## config.mk

```make
export PLATFORM = sky130hd
export DESIGN_NAME = pos_to_onehot_pulser
export DESIGN_NICKNAME = d
export VERILOG_FILES = /design/src/rtl/pulser_pkg.sv /design/src/rtl/onehot_dec.sv /design/src/rtl/pos_to_onehot_pulser.sv
export SDC_FILE = /design/constraint.sdc
export NUM_CORES = 1
export LEC_CHECK = 0
export CAP_MARGIN = 0
export CORE_MARGIN = 3
export CORE_UTILIZATION = 50
export DETAILED_ROUTE_END_ITERATION = 16
export PLACE_DENSITY = 0.84
export SLEW_MARGIN = 20
export SYNTH_ARGS = -nofsm -noshare
export SYNTH_HDL_FRONTEND = slang
export SYNTH_SLANG_ARGS = --single-unit
```

## constraint.sdc

```tcl
create_clock -name clk -period 3.1 [get_ports clk]
set_input_delay 0.62 -clock clk [delete_from_list [all_inputs] [get_ports clk]]
set_output_delay 0.62 -clock clk [all_outputs]
set_load 0.01 [all_outputs]
```

## src/rtl/pulser_pkg.sv

```systemverilog
`default_nettype none
// ============================================================================
//  Module   : pulser_pkg
//  Brief    : State encoding and width helper shared by pos_to_onehot_pulser.
//  Revision : 1.0  initial release
// ============================================================================
package pulser_pkg;

  typedef enum logic [1:0] {
    IDLE  = 2'd0,
    DRIVE = 2'd1,
    GAP   = 2'd2
  } state_t;

  // Bits needed to index n values, never less than one.
  function automatic int clog2_min1(input int n);
    int w;
    w = 1;
    while ((1 << w) < n) w++;
    return w;
  endfunction

endpackage
`default_nettype wire

```

## src/rtl/onehot_dec.sv

```systemverilog
`default_nettype none
// ============================================================================
//  Module   : onehot_dec
//  Brief    : Combinational bit-position to one-hot decoder with range flag.
//  Revision : 1.0  initial release
// ============================================================================
module onehot_dec
  import pulser_pkg::*;
#(
  parameter int WIDTH = 8,
  parameter int POS_W = clog2_min1(WIDTH)
) (
  input  logic [POS_W-1:0] pos,
  output logic [WIDTH-1:0] onehot,
  output logic             in_range
);

  assign in_range = (32'(pos) < WIDTH);

  // Out-of-range positions match no line, so onehot is zero for them.
  for (genvar i = 0; i < WIDTH; i++) begin : g_bit
    assign onehot[i] = (32'(pos) == i);
  end

endmodule
`default_nettype wire

```

## src/rtl/pos_to_onehot_pulser.sv

```systemverilog
`default_nettype none
// ============================================================================
//  Module   : pos_to_onehot_pulser
//  Brief    : Accepts a bit position, drives its one-hot line for PULSE_LEN
//             cycles then idles GAP_LEN cycles. Define PULSER_HISTORY_EN to
//             add a sticky history of pulsed lines (hist / hist_clr).
//  Revision : 1.0  initial release
// ============================================================================
module pos_to_onehot_pulser
  import pulser_pkg::*;
#(
  parameter int WIDTH     = 8,
  parameter int POS_W     = clog2_min1(WIDTH),
  parameter int PULSE_LEN = 4,
  parameter int GAP_LEN   = 1
) (
  input  logic             clk,
  input  logic             reset,
  input  logic             in_valid,
  input  logic [POS_W-1:0] in_pos,
  output logic             in_ready,
  output logic [WIDTH-1:0] data,
  output logic             out_valid,
  output logic             err
`ifdef PULSER_HISTORY_EN
  ,
  input  logic             hist_clr,
  output logic [WIDTH-1:0] hist
`endif
);

  localparam int CNT_W = clog2_min1(((PULSE_LEN > GAP_LEN) ? PULSE_LEN : GAP_LEN) + 1);
  localparam logic [CNT_W-1:0] PULSE_LOAD = CNT_W'(PULSE_LEN - 1);
  localparam logic [CNT_W-1:0] GAP_LOAD   = CNT_W'((GAP_LEN > 0) ? GAP_LEN - 1 : 0);

  state_t           r_state, w_state_nxt;
  logic [CNT_W-1:0] r_cnt, w_cnt_nxt;
  logic [WIDTH-1:0] w_data_nxt;
  logic             w_valid_nxt;
  logic             w_err_nxt;
  logic [WIDTH-1:0] w_onehot;
  logic             w_in_range;

  onehot_dec #(
    .WIDTH (WIDTH),
    .POS_W (POS_W)
  ) u_dec (
    .pos      (in_pos),
    .onehot   (w_onehot),
    .in_range (w_in_range)
  );

  always_ff @(posedge clk) begin
    if (reset) begin
      r_state   <= IDLE;
      r_cnt     <= '0;
      data      <= '0;
      out_valid <= 1'b0;
      err       <= 1'b0;
    end else begin
      r_state   <= w_state_nxt;
      r_cnt     <= w_cnt_nxt;
      data      <= w_data_nxt;
      out_valid <= w_valid_nxt;
      err       <= w_err_nxt;
    end
  end

  always_comb begin
    w_state_nxt = r_state;
    w_cnt_nxt   = r_cnt;
    w_data_nxt  = data;
    w_valid_nxt = out_valid;
    w_err_nxt   = 1'b0;
    unique case (r_state)
      IDLE: begin
        if (in_valid) begin
          if (w_in_range) begin
            w_state_nxt = DRIVE;
            w_cnt_nxt   = PULSE_LOAD;
            w_data_nxt  = w_onehot;
            w_valid_nxt = 1'b1;
          end else begin
            w_err_nxt = 1'b1;
            if (GAP_LEN > 0) begin
              w_state_nxt = GAP;
              w_cnt_nxt   = GAP_LOAD;
            end
          end
        end
      end
      DRIVE: begin
        if (r_cnt == '0) begin
          w_data_nxt  = '0;
          w_valid_nxt = 1'b0;
          if (GAP_LEN > 0) begin
            w_state_nxt = GAP;
            w_cnt_nxt   = GAP_LOAD;
          end else begin
            w_state_nxt = IDLE;
          end
        end else begin
          w_cnt_nxt = r_cnt - CNT_W'(1);
        end
      end
      GAP: begin
        if (r_cnt == '0) begin
          w_state_nxt = IDLE;
        end else begin
          w_cnt_nxt = r_cnt - CNT_W'(1);
        end
      end
      default: begin
        w_state_nxt = IDLE;
        w_cnt_nxt   = '0;
        w_data_nxt  = '0;
        w_valid_nxt = 1'b0;
      end
    endcase
  end

  always_comb begin
    in_ready = (r_state == IDLE);
  end

`ifdef PULSER_HISTORY_EN
  // Only the rising bit is recorded, so a clear during a held pulse sticks.
  logic [WIDTH-1:0] r_hist;
  logic [WIDTH-1:0] w_hist_set;

  assign w_hist_set = w_data_nxt & ~data;
  assign hist       = r_hist;

  always_ff @(posedge clk) begin
    if (reset) begin
      r_hist <= '0;
    end else begin
      r_hist <= (hist_clr ? '0 : r_hist) | w_hist_set;
    end
  end
`endif

endmodule
`default_nettype wire

```

==> impl_results.rst <==
.. list-table::
   :header-rows: 1

   * - Metric
     - Value
   * - Status
     - finished, final reports clean
   * - Reported net switching power
     - 0.151 mW
   * - CTS resizes
     - 0
   * - Count of final setup violators
     - 0
   * - Post-synthesis share of cell area spent on and, or, nand and nor gates
     - 23.6%
   * - Fraction of layout instances using a drive strength above 1
     - 14.6%
   * - Synthesized instance count
     - between 60 and 70
   * - Global-route met3 utilization
     - around 3.0%
   * - Dominant combinational cell family by area after synthesis
     - compound AO/OA/AOI/OAI gates
   * - Internal power
     - between 0.3 and 0.4 mW
   * - Routed len/inst
     - 13.5 um
   * - Max-cap violations
     - 0
   * - Worst voltage drop across the vdd grid
     - about 470 uV
   * - Part of the Yosys area used for sequential elements
     - 40.6%
   * - Global-route track usage on met1
     - 21.5%
   * - Top fanout value on the critical path
     - 15
   * - Length of the first detailed-routing pass in iterations
     - 4
   * - Remaining Overflow, GRT
     - 0
   * - Overall die height
     - 43.2 um
   * - Max-slew headroom at the worst pin
     - about 61%
   * - Share of the synthesized area in the top cell type
     - approximately two fifths
   * - Most used standard cell by instance count after synthesis
     - dfxtp_1
   * - Final worst path period need
     - roughly 2.2 ns
   * - Final weighted congestion in routability-driven placement
     - 0.703
   * - Cell Rows
     - 12
   * - Leading cell types by count after synthesis
     - dfxtp_1 (14), nor2_1 (7), a22o_1 (4), a32o_1 (4), nor2b_1 (3)
   * - Net switching share of the total power
     - 31.0%
   * - Least-Margin Pin Slew
     - 0.586 ns
   * - RSZ-0062 raised after global routing
     - no
   * - Data arrival, critical path
     - between 1.5 and 2 ns
   * - Overall track demand over capacity in global routing
     - 15.1%
   * - Number of port buffers
     - 15
   * - Vias/cell
     - 5.75
   * - Avg Inst Size Synth
     - 10.3 sq um
   * - Pin count of the biggest net entering global routing
     - 16
   * - Worst setup path class
     - flip-flop to output port
   * - CTS root buf
     - clkbuf_4
   * - Grt peak-use layer
     - met1
   * - Number of antenna violations at the first check in global routing
     - 0
   * - Maximum clock frequency
     - between 400 and 500 MHz
   * - Hpwl dp
     - 926 um
   * - Final cycle utilization of the critical path
     - 71.1%
   * - Area inside the core boundary
     - 1200 sq um
   * - Global-route wire length before repair
     - 2170 um
   * - CTS clock-pin slew for the worst setup and hold paths
     - roughly 0.090 ns
   * - Xor and xnor fraction of the mapped netlist area
     - 0%
   * - Distinct cells, synth
     - 34
   * - P per Cell Area
     - 562 nW/um^2
   * - Layout area overhead
     - 25.2%
   * - Warning count from the yosys run
     - 0
   * - Final Max Tran Viols
     - 0
   * - Die X-Extent
     - roughly 43 um
   * - Relative contribution of sequential cells to total power
     - 45.1%
   * - Final setup skew
     - just over 0.006 ns
   * - Post-CTS setup buffers
     - 0
   * - Worst-Skew Late Latency
     - 0.28 ns
   * - Clk network pwr share
     - roughly 28%
   * - Number of buffers between clock root and the deepest sink
     - 2
   * - Leak
     - 0.333 nW
   * - Setup TNS Final
     - 0 ns
   * - Remaining routing DRC violations
     - 0
   * - Number of DRC violations after detailed-routing iteration 0
     - 7
   * - Met2 Usage GRT
     - roughly a fifth
   * - Number of endpoints with negative hold slack in the final report
     - 0
   * - Area fraction in compound gates after synthesis
     - roughly 25%
   * - Layout Utilization
     - a little under three quarters
   * - Number of flip-flops and latches in the synthesized netlist
     - 14
   * - Clock sink total
     - 14
   * - Htree depth
     - 1
   * - Adder-Cell Fraction of Synth Area
     - 3.62%
   * - Count of pins on the block boundary
     - 17
   * - Netlist Area Pre-Place
     - 691 sq um
   * - Total number of vias
     - 552
   * - Detailed Route WL
     - 1290 um
   * - TritonCTS clock tree
     - built
   * - Type of element launching the critical path
     - flip-flop
   * - Hold-fix buffers at CTS
     - 0
   * - Top cells by area in the synthesized netlist
     - dfxtp_1 (41%), a32o_1 (5.8%), a22o_1 (5.1%), a2111oi_2 (4.3%), nor2_1 (3.8%)
   * - Net count after synthesis
     - 75
   * - Initial Utilization
     - 57.5%
   * - Via count of the first global-routing pass
     - 498
   * - Number of clock buffers inserted by TritonCTS
     - 3
   * - Critical Path RT
     - 2.48 ns
   * - Routed Antenna Nets
     - 0
   * - Worst setup EP type
     - output port
   * - Multiplexer share of the synthesized area
     - under 10%
   * - Number of antenna cells inserted
     - 0
   * - Share of power burned in combinational logic
     - between 20% and 30%
   * - Overall die area
     - roughly 1900 sq um
   * - Type of the tightest min-delay check
     - flip-flop to flip-flop
   * - Number of enable-type register cells in the synthesized netlist
     - 0
   * - Area leader, netlist
     - dfxtp_1
   * - Proportion of synthesized flip-flops having asynchronous set or reset
     - 0%
   * - Ys flop type
     - dfxtp_1
   * - Net total in the final layout
     - 91
## cell families (layout without fill, tap and decap cells)
kind of cell,Yosys count,after routing
multiplexers,1,1
adder cells (fa/ha/maj),2,2
buffers and inverters,6,21
AND/OR/NAND/NOR,24,24
AO/OA/AOI/OAI,19,19
other,1,1
flip-flops,14,14
## stage by stage
stage	hold slack, ns	std cells	worst slack (ns)	instance area, sq um	power [mW]
2_1_floorplan	0.493	67	1.67	691	0.319
3_3_place_gp	0.453	92	1.13	828	0.351
3_5_place_dp	0.462	92	1.11	828	0.356
4_1_cts	0.484	96	0.890	865	0.488
5_1_grt	0.504	96	0.822	865	0.512
6_report	0.481	96	0.896	865	0.486
## placed cells by master, fill, tap and decap left out, types with 2 or more instances in the layout
master	synthesis	final
dfxtp_1	14	14
clkbuf_4	0	3
nor2b_1	3	3
nor2_1	7	7
a22o_1	4	4
o31ai_1	2	2
a2111oi_2	2	2
o21a_1	2	2
ha_1	2	2
a32o_1	4	4
clkdlybuf4s50_1	0	15
inv_1	2	2
## cell type report
cell class	count	area, sq um
sequential	14	280
multi-input combinational	47	373
fill	99	337
inverter	2	7.51
tap	14	17.5
clock buffer	4	36.3
timing repair buffer	15	150
## state kept, by name, indices dropped and copies added, names as in the netlist
signal and flops:
r_cnt 3, r_state 2, data 8, out_valid 1
## power by group through the flow
stage	clock network [mW]	registers (mW)	logic (mW)
2_1_floorplan	0	0.215	0.104
3_3_place_gp	0	0.222	0.128
3_5_place_dp	0	0.223	0.132
4_1_cts	0.137	0.219	0.133
5_1_grt	0.145	0.222	0.145
6_report	0.134	0.219	0.132
## worst paths after layout
path,from,endpoint,slack (ns),cells past startpoint
setup / recovery,r_state[0]$_SDFFE_PP0P_,in_ready,0.90,2
setup reg to reg,r_cnt[0]$_SDFFE_PP0P_,data[2]$_SDFFE_PP0P_,1.54,6
hold reg to reg,data[4]$_SDFFE_PP0P_,data[4]$_SDFFE_PP0P_,0.48,1
hold / removal,data[4]$_SDFFE_PP0P_,data[4]$_SDFFE_PP0P_,0.48,1
## layer usage
layer  vias up  part of all wire (%)
met5         -                     0
met4         0                   1.0
li1        278                     -
met2        15                    42
met3         2                   4.6
met1       257                    52
## critical path: stages, from the launching register on
cell	delay, ns
dfxtp_1	0.70
nor2_2	0.11
clkdlybuf4s50_1	0.50
Note: power is estimated with default switching activity, not from simulation.
==> edit 1, RTL diff (same settings) <==
Encoding of `state_t`: now one-hot (3 bits for 3 states).
--- a/src/rtl/pulser_pkg.sv
+++ b/src/rtl/pulser_pkg.sv
@@ -7,8 +7,8 @@
 package pulser_pkg;
 
-  typedef enum logic [1:0] {
-    IDLE  = 2'd0,
-    DRIVE = 2'd1,
-    GAP   = 2'd2
+  typedef enum logic [2:0] {
+    IDLE  = 3'b001,
+    DRIVE = 3'b010,
+    GAP   = 3'b100
   } state_t;
 
Formal check against the unedited RTL: same outputs for any inputs over 10 cycles, from zero or initial values and one cycle with reset high; not proved beyond that.
==> edit 1 against the unedited design <==
  * First-iteration DRC count grew to 3.0 times the old value
  * Highest routed layer unchanged
  * Sequential power is 4% lower
  * Sequential cell count is 1 higher
  * Power is 18% lower
  * Critical path type unchanged
  * Largest cell class unchanged
  * Setup slack worse by 0.077 ns
  * Area after synthesis is 15% higher
  * Routed wire length is 28% higher
  * Largest power group unchanged
  * Final area is 10% higher
  * Die area is 13% higher
==> edit 1: results (changes against the unedited design) <==
| Metric | Value |
|---|---|
| Outcome | `completed` |
| Synth top cells by count | `dfxtp_1, nand2b_1, inv_1` |
| Post-CTS resize count | `0 (unchanged)` |
| Final clock skew | `0.004677 ns (-0.001396 ns)` |
| GPL Wtd Cong | `0.8400 (+20%)` |
| Area contributors post-synth | `dfxtp_1, nand2b_1, o32ai_1` |
| Dpl hpwl | `1.211 mm (+31%)` |
| Critical path arrival | `1.66 ns (+0.08 ns)` |
| Largest net degree at the start of global routing | `25 (+9)` |
| Syn Nets | `95 (+27%)` |
| Registers with the most flip-flops | `data (8), r_cnt (3), r_state (3)` |
| Initial antenna violation count | `0 (unchanged)` |
| Clock network power share | `0.271 (-0.005)` |
| Switching Power | `0.1112 mW (-26%)` |
| Multi-Input Combinational | `59 (+26%)` |
| Area delta synth->final | `19.97%` |
| Worst-Skew Late Latency | `0.28 ns (about the same)` |
| Die span in x | `45.90 um (+6.3%)` |
| Filler cells | `107 (+8.1%)` |
| Routed WL per cell | `14.22 um (+5.5%)` |
| First-pass GRT wire length | `2.746 mm (+27%)` |
| Ratio of cells with drive above 1 in the final layout | `0.1089 (-0.03743)` |
| Worst path max stage delay | `0.56 ns (-0.14 ns)` |
| Switching Share | `0.2795 (-0.03094)` |
| Worst relative slew slack | `0.5379 (-0.07115)` |
| Worst-case vdd ir drop | `322.0 uV (-31%)` |
| Place WS | `0.9777 ns (-0.1325 ns)` |
| Final layout net count | `110 (+21%)` |
| Mean Syn Cell Area | `9.147 um2 (-11%)` |
| Final non-filler cell total | `116 (+21%)` |
| FF+latch count | `15 (+1)` |
| Worst-path maximum fanout | `11 (-4)` |
| Yosys cell types | `34 (unchanged)` |
| Leak Pwr | `0.3174 nW (-4.7%)` |
| Total Routing Usage GR | `0.1836 (+0.03304)` |
| 1st-iter DRT viols | `21 (+14)` |
| Final Hold Viols | `0 (unchanged)` |
| Buffering overhead | `0.1573 (-0.01639)` |
| Vias per inst | `5.879 (+2.2%)` |
| Seq power | `0.210 mW (-4%)` |
| Clock-cell share | `0.02883 (-0.01313)` |
| Post-synthesis sequential area ratio | `0.3774 (-0.02844)` |
| Multi-input logic area | `427.9 um2 (+15%)` |
| Dpl cell area | `927.1 um2 (+12%)` |
| Seq area share | `0.3145 (-0.009620)` |
| Vias in the first global route | `668 (+34%)` |
| Non-clk invs | `8 (+6)` |
edit 1: path summary, 6_finish.rpt:
kind	startpoint	to	slack, ns	cells after the start
max	r_state[0]	in_ready	0.82	3
min	out_valid	out_valid	0.48	2
max reg2reg	r_cnt[0]	data[2]	1.27	6
min reg2reg	out_valid	out_valid	0.48	2
edit 1: cells by family (layout without fill, tap and decap cells):
kind of cell / Yosys count / in the layout / synth area share
AND/OR/NAND/NOR: 32 / 32 / 0.2453
AO/OA/AOI/OAI: 24 / 24 / 0.2563
flip-flops: 15 / 15 / 0.3774
buffers and inverters: 13 / 27 / 0.08491
adder cells (fa/ha/maj): 2 / 2 / 0.03144
other: 1 / 1 / 0.004712
edit 1: layer usage:
metal | wire, um | share of wire | GRT usage
met5 | 0 | 0 | 0
met4 | 29 | 0.018 | 0.1250
met3 | 67 | 0.041 | 0.03557
met2 | 840 | 0.51 | 0.2940
met1 | 712 | 0.43 | 0.2172
==> edit 2, RTL diff (config.mk and constraints unchanged) <==
Without the edit above. Build with the macro `PULSER_HISTORY_EN` defined.
--- a/src/rtl/pos_to_onehot_pulser.sv
+++ b/src/rtl/pos_to_onehot_pulser.sv
@@ -7,4 +7,6 @@
 //  Revision : 1.0  initial release
 // ============================================================================
+`define PULSER_HISTORY_EN
+
 module pos_to_onehot_pulser
   import pulser_pkg::*;
Interface: changed (added hist and hist_clr); port bits go from 17 to 26. No check against the original RTL was run, so the function may have changed too.
==> edit 2 against the unedited design <==
  * Sequential power is 49% higher
  * Final area grew 41%
  * Critical path depth stayed put
  * Power grew 29%
  * Setup slack worse by 0.042 ns
  * First-iteration DRC count unchanged
  * Combinational power rose by 12%
  * Highest routed layer unchanged
  * Area after synthesis rose by 37%
  * Routed wire length up 53%
  * Clock skew up 0.0023 ns
  * Sequential cell count rose by 8
==> edit 2: results (changes against the unedited design) <==
| Metric | Value |
|---|---|
| Outcome | `completed` |
| Dpl cell area | `1180 um2 (+42%)` |
| Area contributors post-synth | `dfxtp_1, nand2_1, a22o_1` |
| Clk slew on worst S/H paths | `0.12 ns (+0.03 ns)` |
| Synth Area in Compound Gates | `0.2159 (-0.03229)` |
| Crit-path slowest cell | `clkdlybuf4s50_1` |
| Syn Nets | `112 (+49%)` |
| IO buf count | `24 (+9)` |
| Crit-path leading delay family | `buffers and inverters` |
| Ratio of cells with drive above 1 in the final layout | `0.06349 (-0.08285)` |
| Switching Share | `0.2947 (-0.01571)` |
| Dpl hpwl | `1.411 mm (+52%)` |
| HP Start | `hist[2]` |
| Final layout net count | `136 (+49%)` |
| Post-Route WL | `1.978 mm (+53%)` |
| Mux share of post-synthesis cell area | `0 (-0.01449)` |
| Place WS | `0.8740 ns (-0.2362 ns)` |
| Xor/xnor share of the synthesized area | `0.009272 (+0.009272)` |
| Worst Tran Pin Value | `0.5532 ns (-0.03253 ns)` |
| Post-Synth Adder-Cell Area | `0.02649 (-0.009742)` |
| Flop2flop setup slack | `1.42 ns (-0.12 ns)` |
| First-pass GRT wire length | `3.381 mm (+56%)` |
| Post-Place Cells | `147 (+60%)` |
| Critical path arrival | `1.63 ns (+0.05 ns)` |
| Worst-case vdd ir drop | `421.1 uV (-9.6%)` |
| Hold Path End | `hist[2]` |
| Worst-path maximum fanout | `14 (-1)` |
| Routed WL per cell | `13.10 um (-2.8%)` |
| Worst path max stage delay | `0.58 ns (-0.12 ns)` |
| WHS | `0.4625 ns (-0.01841 ns)` |
| Critical R2R Capture | `data[6]` |
| Vias in the first global route | `749 (+50%)` |
| Combinational Power | `0.148 mW (+12%)` |
## edit 2: how the worst max path moves through the flow
stage                     slack, ns  depth (start not counted)        from       end
after floorplan                1.59                          6       reset   data[7]
after global placement         0.94                          5    in_valid   data[1]
after detailed placement       0.87                          5       reset   data[7]
after CTS                      0.87                          2  r_state[1]  in_ready
after global routing           0.73                          2  r_state[1]  in_ready
final                          0.85                          2  r_state[1]  in_ready
## edit 2: per-layer routing
layer | vias up | part of all wire | routed length, um | global-route usage
met5 | - | 0 | 0 | 0
met1 | 374 | 0.47 | 930 | 0.2373
met3 | 2 | 0.050 | 99 | 0.05740
li1 | 408 | - | - | -
met4 | 0 | 0.0061 | 12 | 0.01382
met2 | 22 | 0.47 | 934 | 0.2746
## edit 2: final cells by class
type	count	area, um2
fill	154	548.0
sequential	22	440.4
inverter	2	7.507
tap	25	31.28
multi-input combinational	74	460.4
timing repair buffer	24	240.2
clock buffer	4	36.28
